**config.mk**
```make
export PLATFORM = sky130hd
export DESIGN_NAME = occ_read_arbiter
export DESIGN_NICKNAME = d
export VERILOG_FILES = /design/src/rtl/occ_arb_pkg.sv /design/src/rtl/occ_arb_id_fifo.sv /design/src/rtl/occ_read_arbiter.sv
export SDC_FILE = /design/constraint.sdc
export NUM_CORES = 1
export LEC_CHECK = 0
export ABC_AREA = 1
export CELL_PAD_IN_SITES_DETAIL_PLACEMENT = 1
export CELL_PAD_IN_SITES_GLOBAL_PLACEMENT = 2
export CORE_MARGIN = 1.5
export CORE_UTILIZATION = 17
export DETAILED_ROUTE_END_ITERATION = 12
export GPL_TIMING_DRIVEN = 0
export PLACE_DENSITY_LB_ADDON = 0.2
export SKIP_CTS_REPAIR_TIMING = 1
export SYNTH_ARGS = -nofsm -noshare
export SYNTH_HDL_FRONTEND = slang
export SYNTH_SLANG_ARGS = --single-unit
```
**constraint.sdc**
```tcl
create_clock -name clk -period 4.2 [get_ports clk]
set_input_delay 0.84 -clock clk [delete_from_list [all_inputs] [get_ports clk]]
set_output_delay 0.84 -clock clk [all_outputs]
set_load 0.005 [all_outputs]
```
**src/rtl/occ_arb_pkg.sv**
```systemverilog
// Shared types and the round-robin pick helper for the Occ-table read arbiter.
package occ_arb_pkg;

  localparam int unsigned OCC_NREQ = 4;
  localparam int unsigned NREQ_MAX = 16;
  localparam int unsigned IDW      = $clog2(OCC_NREQ);
  localparam int unsigned PICKW    = $clog2(NREQ_MAX);

  typedef logic [IDW-1:0] req_id_t;

  typedef struct packed {
    logic             found;
    logic [PICKW-1:0] idx;
  } rr_pick_t;

  // First asserted request at or after ptr, wrapping at nreq (ptr < nreq).
  function automatic rr_pick_t rr_pick(input logic [NREQ_MAX-1:0] req,
                                       input logic [PICKW-1:0]    ptr,
                                       input int unsigned         nreq);
    rr_pick_t    r;
    int unsigned idx;
    r = '0;
    for (int unsigned k = 0; k < NREQ_MAX; k++) begin
      idx = 32'(ptr) + k;
      if (idx >= nreq) idx = idx - nreq;
      if (k < nreq && !r.found && idx < NREQ_MAX && req[idx[PICKW-1:0]]) begin
        r.found = 1'b1;
        r.idx   = PICKW'(idx);
      end
    end
    return r;
  endfunction

endpackage

```
**src/rtl/occ_arb_id_fifo.sv**
```systemverilog
// Synchronous FIFO of requester indices, one entry per accepted-but-unanswered read.
module occ_arb_id_fifo #(
  parameter int unsigned W     = 2,
  parameter int unsigned DEPTH = 4,
  parameter int unsigned CW    = $clog2(DEPTH + 1)
) (
  input  logic          clk,
  input  logic          rst,
  input  logic          push,
  input  logic [W-1:0]  din,
  input  logic          pop,
  output logic [W-1:0]  dout,
  output logic          full,
  output logic          empty,
  output logic [CW-1:0] count
);

  localparam int unsigned PW = (DEPTH > 1) ? $clog2(DEPTH) : 1;

  logic [W-1:0]  mem [DEPTH];
  logic [PW-1:0] wr_ptr;
  logic [PW-1:0] rd_ptr;
  logic          do_push;
  logic          do_pop;

  function automatic logic [PW-1:0] ptr_inc(input logic [PW-1:0] p);
    return (p == PW'(DEPTH - 1)) ? '0 : p + 1'b1;
  endfunction

  assign do_push = push & ~full;
  assign do_pop  = pop & ~empty;
  assign full    = (count == CW'(DEPTH));
  assign empty   = (count == '0);
  assign dout    = mem[rd_ptr];

  always_ff @(posedge clk) begin
    if (do_push) mem[wr_ptr] <= din;
  end

  always_ff @(posedge clk or posedge rst) begin
    if (rst) begin
      wr_ptr <= '0;
      rd_ptr <= '0;
      count  <= '0;
    end else begin
      if (do_push) wr_ptr <= ptr_inc(wr_ptr);
      if (do_pop)  rd_ptr <= ptr_inc(rd_ptr);
      case ({do_push, do_pop})
        2'b10:   count <= count + 1'b1;
        2'b01:   count <= count - 1'b1;
        default: count <= count;
      endcase
    end
  end

endmodule

```
**src/rtl/occ_read_arbiter.sv**
```systemverilog
// Round-robin sharing of one AXI4-Lite read master among NREQ engines, in-order responses.
// Optional per-requester completion counters built when OCC_ARB_PERF_EN is defined.
module occ_read_arbiter
  import occ_arb_pkg::*;
#(
  parameter int unsigned   NREQ        = OCC_NREQ,
  parameter int unsigned   AW          = 40,
  parameter int unsigned   DW          = 64,
  parameter int unsigned   OUTSTANDING = 4,
  parameter logic [AW-1:0] BASE_ADDR   = '0
) (
  input  logic               clk,
  input  logic               rst,
  input  logic [NREQ-1:0]    req_valid,
  input  logic [NREQ*AW-1:0] req_addr,
  output logic [NREQ-1:0]    req_ready,
  output logic [NREQ-1:0]    resp_valid,
  output logic [DW-1:0]      resp_data,
  output logic               resp_err,
  input  logic [NREQ-1:0]    resp_ready,
  output logic [AW-1:0]      m_araddr,
  output logic [2:0]         m_arprot,
  output logic               m_arvalid,
  input  logic               m_arready,
  input  logic [DW-1:0]      m_rdata,
  input  logic [1:0]         m_rresp,
  input  logic               m_rvalid,
  output logic               m_rready,
  output logic [NREQ*32-1:0] perf_cnt
);

  localparam int unsigned IW = (NREQ > 1) ? $clog2(NREQ) : 1;
  localparam int unsigned CW = $clog2(OUTSTANDING + 1);

  logic [NREQ_MAX-1:0] req_vec;
  rr_pick_t            pick;
  logic [IW-1:0]       win;
  logic [IW-1:0]       rr_q;
  logic [AW-1:0]       sel_addr;
  logic                slot_free;
  logic                grant;
  logic [IW-1:0]       head;
  logic                fifo_full;
  logic                fifo_empty;
  logic [CW-1:0]       fifo_count;
  logic                r_pop;

  // Grant path: pick winner, gate on a free AR slot and spare in-flight capacity.
  assign req_vec   = NREQ_MAX'(req_valid);
  assign pick      = rr_pick(req_vec, PICKW'(rr_q), NREQ);
  assign win       = IW'(pick.idx);
  assign sel_addr  = req_addr[win*AW +: AW];
  assign slot_free = ~m_arvalid | m_arready;
  assign grant     = ~rst & slot_free & ~fifo_full
                   & (32'(fifo_count) < OUTSTANDING) & pick.found;

  always_comb begin
    req_ready = '0;
    if (grant) req_ready[win] = 1'b1;
  end

  always_ff @(posedge clk or posedge rst) begin
    if (rst) begin
      m_arvalid <= 1'b0;
      m_araddr  <= '0;
      rr_q      <= '0;
    end else if (grant) begin
      m_arvalid <= 1'b1;
      m_araddr  <= sel_addr + BASE_ADDR;
      rr_q      <= (win == IW'(NREQ - 1)) ? '0 : win + 1'b1;
    end else if (m_arready) begin
      m_arvalid <= 1'b0;
    end
  end

  assign m_arprot = 3'b000;

  occ_arb_id_fifo #(
    .W     (IW),
    .DEPTH (OUTSTANDING),
    .CW    (CW)
  ) u_id_fifo (
    .clk   (clk),
    .rst   (rst),
    .push  (grant),
    .din   (win),
    .pop   (r_pop),
    .dout  (head),
    .full  (fifo_full),
    .empty (fifo_empty),
    .count (fifo_count)
  );

  // Response path: route the R beat to the requester at the FIFO head.
  always_comb begin
    resp_valid = '0;
    if (m_rvalid && !fifo_empty) resp_valid[head] = 1'b1;
  end

  assign m_rready  = ~fifo_empty & resp_ready[head];
  assign r_pop     = m_rvalid & m_rready;
  assign resp_data = m_rdata;
  assign resp_err  = |m_rresp;

`ifdef OCC_ARB_PERF_EN
  for (genvar i = 0; i < NREQ; i++) begin : g_perf
    logic [31:0] cnt_q;
    always_ff @(posedge clk or posedge rst) begin
      if (rst)                            cnt_q <= '0;
      else if (r_pop && head == IW'(i))   cnt_q <= cnt_q + 32'd1;
    end
    assign perf_cnt[i*32 +: 32] = cnt_q;
  end
`else
  assign perf_cnt = '0;
`endif

`ifndef SYNTHESIS
  // An R beat with nothing outstanding means the slave is out of step with us.
  a_rvalid_empty : assert property (@(posedge clk) disable iff (rst) !(m_rvalid && fifo_empty));
`endif

endmodule

```
==> summary.md, run 1 <==
After synthesis, the cell types taking the most area are buf_4 (24%), nand2_1 (22%), dfrtp_1 (20%), nand3_1 (11%), inv_1 (6.8%). For hold timing, the worst endpoint is u_id_fifo.count[0]. Buffers placed on the I/O ports in this run total 288.

The clock arrives with 11.58 ps of skew. The top cell type by total area after synthesis was buf_4. The tools report the placeable core region as 35570 µm². Dividing total power by cell area gives a power density of 739.6 nW/µm². Critical path launch point type: a primary input.

The run gives 2 as the worst-case clock buffer depth. The synthesized instance count was 972. The cell area after layout is 10630 µm². The count of cell types in the netlist is 24, and the reg-to-reg setup timing slack is 1020 ps.

In the final layout, the multi-input gates occupy 3067 µm². The internal power contribution is 0.003758 W, and the H-tree depth reported by CTS is 3. The routed design could run at a clock period as short as 3937 ps.

The tree built by TritonCTS fans out to 58 sinks. TritonCTS built the clock tree. The analysis attributes to cell leakage a power of 5.837 nW. The signal arrival time at the worst endpoint is 3100 ps, and the post-placement setup slack is -568.5 ps.

For the combined flip-flop and latch cell area, the log shows 1494 µm². STA classifies the critical path endpoint as an output pin. The count of placed standard cells including taps is 1852, and the final clock period utilization by the worst path is 93.74%. The startpoint identified for the worst hold timing path is u_id_fifo.count[0]. The post-synthesis async set-or-reset flop share was 86.21%; the average cell area after synthesis was 6.317 µm². The cell area that synthesis handed to floorplanning was 6140 µm². Compared with the post-synthesis result, the final layout area differs by 73.18%.

Global routing used 13.64% of the available tracks. The source-to-sink clock delay at the later pin of the worst-skew pair was 340 ps; the height of the die was 193.0 µm. The routed length per placed instance works out to 14.33 µm.

The logs give 6828 for the via count of the first global-routing pass and 10110 µm² for the cell area reported after detailed placement. Of the total power, the share spent switching nets is 52.22%. For the number of rows in the core area, the log shows 69.

The global-route wire length before repair is 38490 µm. Data on the critical path is required at its endpoint by 3360 ps. The tools report the net switching power of the design as 0.004107 W.

Startpoint of the worst register-to-register path: rr_q[1]. The number of cell instances on the worst register-to-register path came out at 17. After synthesis, the most frequently instantiated cells are nand2_1 (361), buf_4 (195), nand3_1 (136). Among the stages of the critical path, the cell type that occurs most often is nor2_1. At the end of the flow, the number of nets in the layout was 1666. Number of buffers inserted during clock tree synthesis: 9.

The number of enable-type register cells in the synthesized netlist is 8. The HPWL after detailed placement is 21780 µm. The count of buffer and inverter cells on the critical path was 7; the sequential group share of total power was 12.8%. Slew at the pin closest to its max-slew limit: 598.2 ps. The total of max-cap violations was 0; the routability-driven placement congestion ratio was 0.7222.

In this run the critical register-to-register path is captured at u_id_fifo.count[2]. The logs give 0 for the count of pins over their slew limit and 26920 µm for the total routed wirelength. The first detailed-routing pass took 4 iterations. The worst-case IR drop observed on VDD is 0.2820 mV. Along the worst path, the maximum fanout reaches 10.

Final global-route overflow total: 0. The gate family responsible for the most delay along the worst path was buffers and inverters. Per report_power, the combinational group accounts for 77.3% of the total.

Counting flops and latches in the post-synthesis netlist gives 58. The setup slack of the critical path after layout was 263.1 ps; the maximum cell stage delay along the critical path was 490 ps. The floorplan step defined a die boundary enclosing 37260 µm². The most used standard cell by instance count after synthesis was nand2_1. The largest net degree at the start of global routing is 34. The flow ran to the end, and the final reports show no timing, DRC or antenna violations. In this run the clock root is driven by a clkbuf_16. The path class of the tightest hold or removal check is reg -> reg. Timing would allow up to 254.0 MHz. Among all stages on the critical path, the largest delay is contributed by clkdlybuf4s50_1.

The critical path goes through clkdlybuf4s50_1, inv_1, nand2_1, nand3_2, nand2_2, nor2_1, nor2_1, nand2_4, nand2_8, buf_12, clkinvlp_4, buf_4, ha_1, inv_1, nor2_1, dlymetal6s2s_1. The detailed-route DRC error count was 0; the cell depth of the worst hold path was 1. The critical path is of the in -> out type. The logs give 0 for the number of endpoints with negative hold slack in the final report and 0 for the total of warnings raised by yosys.

The first routing iteration left 178 violations. The run gives 0 as the final-report setup violation count. In the final layout, the share of cells above drive strength 1 is 20.11%. Among all flip-flop cells after synthesis, the most frequent one is dfrtp_1. The worst pin sits at a relative slew slack of 60.12%. The number of nets with antenna violations after detailed routing came out at 0. For the initial antenna violation count, the log shows 1. The final route contains 6818 vias. The area fraction of the dominant cell type after synthesis works out to 23.84%. Setup repair after global routing left no endpoint under its margin.

Clock-pin slew was measured on the worst setup and hold paths at 60 ps. The clock network is responsible for 10.0% of the overall power. Sequential elements use 24.29% of the synthesized area. For the summed negative setup slack over all endpoints, the log shows 0 ps.

Once the floorplan was initialized, standard cells occupied 17.26% of the core. The width of the chip is 193.0 µm, and the I/O pin count is 484. The number of non-filler instances in the completed layout was 1879; the number of fillers in the final layout was 4480. The number of vias per cell was 3.629.
final cells by class:
cell class	instances	area share, %
multi-input combinational	692	28.84
timing repair buffer	300	28.34
buffer	236	16.35
sequential	58	14.05
tap	461	5.425
inverter	115	4.119
clock buffer	9	2.118
clock inverter	7	0.7414
antenna	1	0.02353
layer usage:
metal,global-route usage (%),vias up,wire length [µm],part of all wire (%)
li1,-,3504,-,-
met1,15.96,3053,10950,41
met2,24.92,251,13610,51
met3,3.330,10,2082,7.7
met4,3.047,0,268,1.0
met5,0,-,0,0
stage by stage:
stage	hold WS, ps	power (W)	utilization, %
2_1_floorplan	446.5	0.004532	-
3_3_place_gp	462.6	0.006815	28.36
3_5_place_dp	463.0	0.006862	28.42
4_1_cts	475.9	0.007699	29.27
5_1_grt	497.5	0.008849	29.89
6_report	472.4	0.007864	29.89
power groups by stage:
stage               clock (W)  combinational, W  sequential [W]
global placement            0           0.00580         0.00102
CTS                  0.000814           0.00587         0.00101
finish               0.000785           0.00608         0.00100
floorplan                   0           0.00352         0.00101
detailed placement          0           0.00584         0.00102
global route         0.000834           0.00697         0.00104
how the worst max path moves through the flow:
stage,slack [ps],cells after the start,end,startpoint
3_3_place_gp,-550,17,req_ready[3],req_valid[3]
5_1_grt,60,16,req_ready[3],req_valid[0]
4_1_cts,-680,17,req_ready[3],rr_q[0]
3_5_place_dp,-570,17,req_ready[3],req_valid[3]
2_1_floorplan,1070,14,req_ready[3],req_valid[3]
6_report,260,16,req_ready[3],req_valid[3]
cell families after synthesis:
kind of cell	Yosys count	synth area share (%)
AO/OA/AOI/OAI	13	1.121
XOR/XNOR	2	0.2854
adder cells (fa/ha/maj)	16	3.383
buffers and inverters	352	35.03
flip-flops	58	24.29
other	1	0.06108
AND/OR/NAND/NOR	530	35.83
placed cells by master (no fill, tap or decap), types with 2 or more instances in the layout:
master / n
clkinvlp_4: 4
nand2_1: 359
inv_1: 109
clkbuf_1: 4
nand4_1: 2
nand2_4: 3
a21oi_1: 4
conb_1: 131
nand3_1: 133
clkdlybuf4s50_1: 284
buf_12: 3
nor2_1: 16
edfxtp_1: 8
nand3_2: 3
clkinv_4: 2
dfrtp_1: 48
buf_6: 7
ha_1: 14
buf_2: 28
dfrtp_2: 2
nor2_2: 2
clkbuf_16: 10
or2_2: 3
inv_2: 4
nand3_4: 2
nand2_2: 2
nor3_1: 4
o21ai_0: 8
dlymetal6s2s_1: 4
buf_4: 205
state kept, by name, indices dropped and copies added, names as in the netlist:
register / cells
m_araddr: 40
u_id_fifo.count: 3
u_id_fifo.rd_ptr: 2
m_arvalid: 1
u_id_fifo.mem: 8
u_id_fifo.wr_ptr: 2
rr_q: 2
Note: power is estimated with default switching activity, not from simulation.
==> inputs of run 2 (changes only) <==
--- a/config.mk
+++ b/config.mk
@@ -12,6 +12,7 @@
 export CORE_UTILIZATION = 17
 export DETAILED_ROUTE_END_ITERATION = 12
 export GPL_TIMING_DRIVEN = 0
+export HOLD_SLACK_MARGIN = 0.02
 export PLACE_DENSITY_LB_ADDON = 0.2
 export SKIP_CTS_REPAIR_TIMING = 1
 export SYNTH_ARGS = -nofsm -noshare
==> results of run 2 <==
The final DEF is identical to that of run 1; final timing and power are the same.
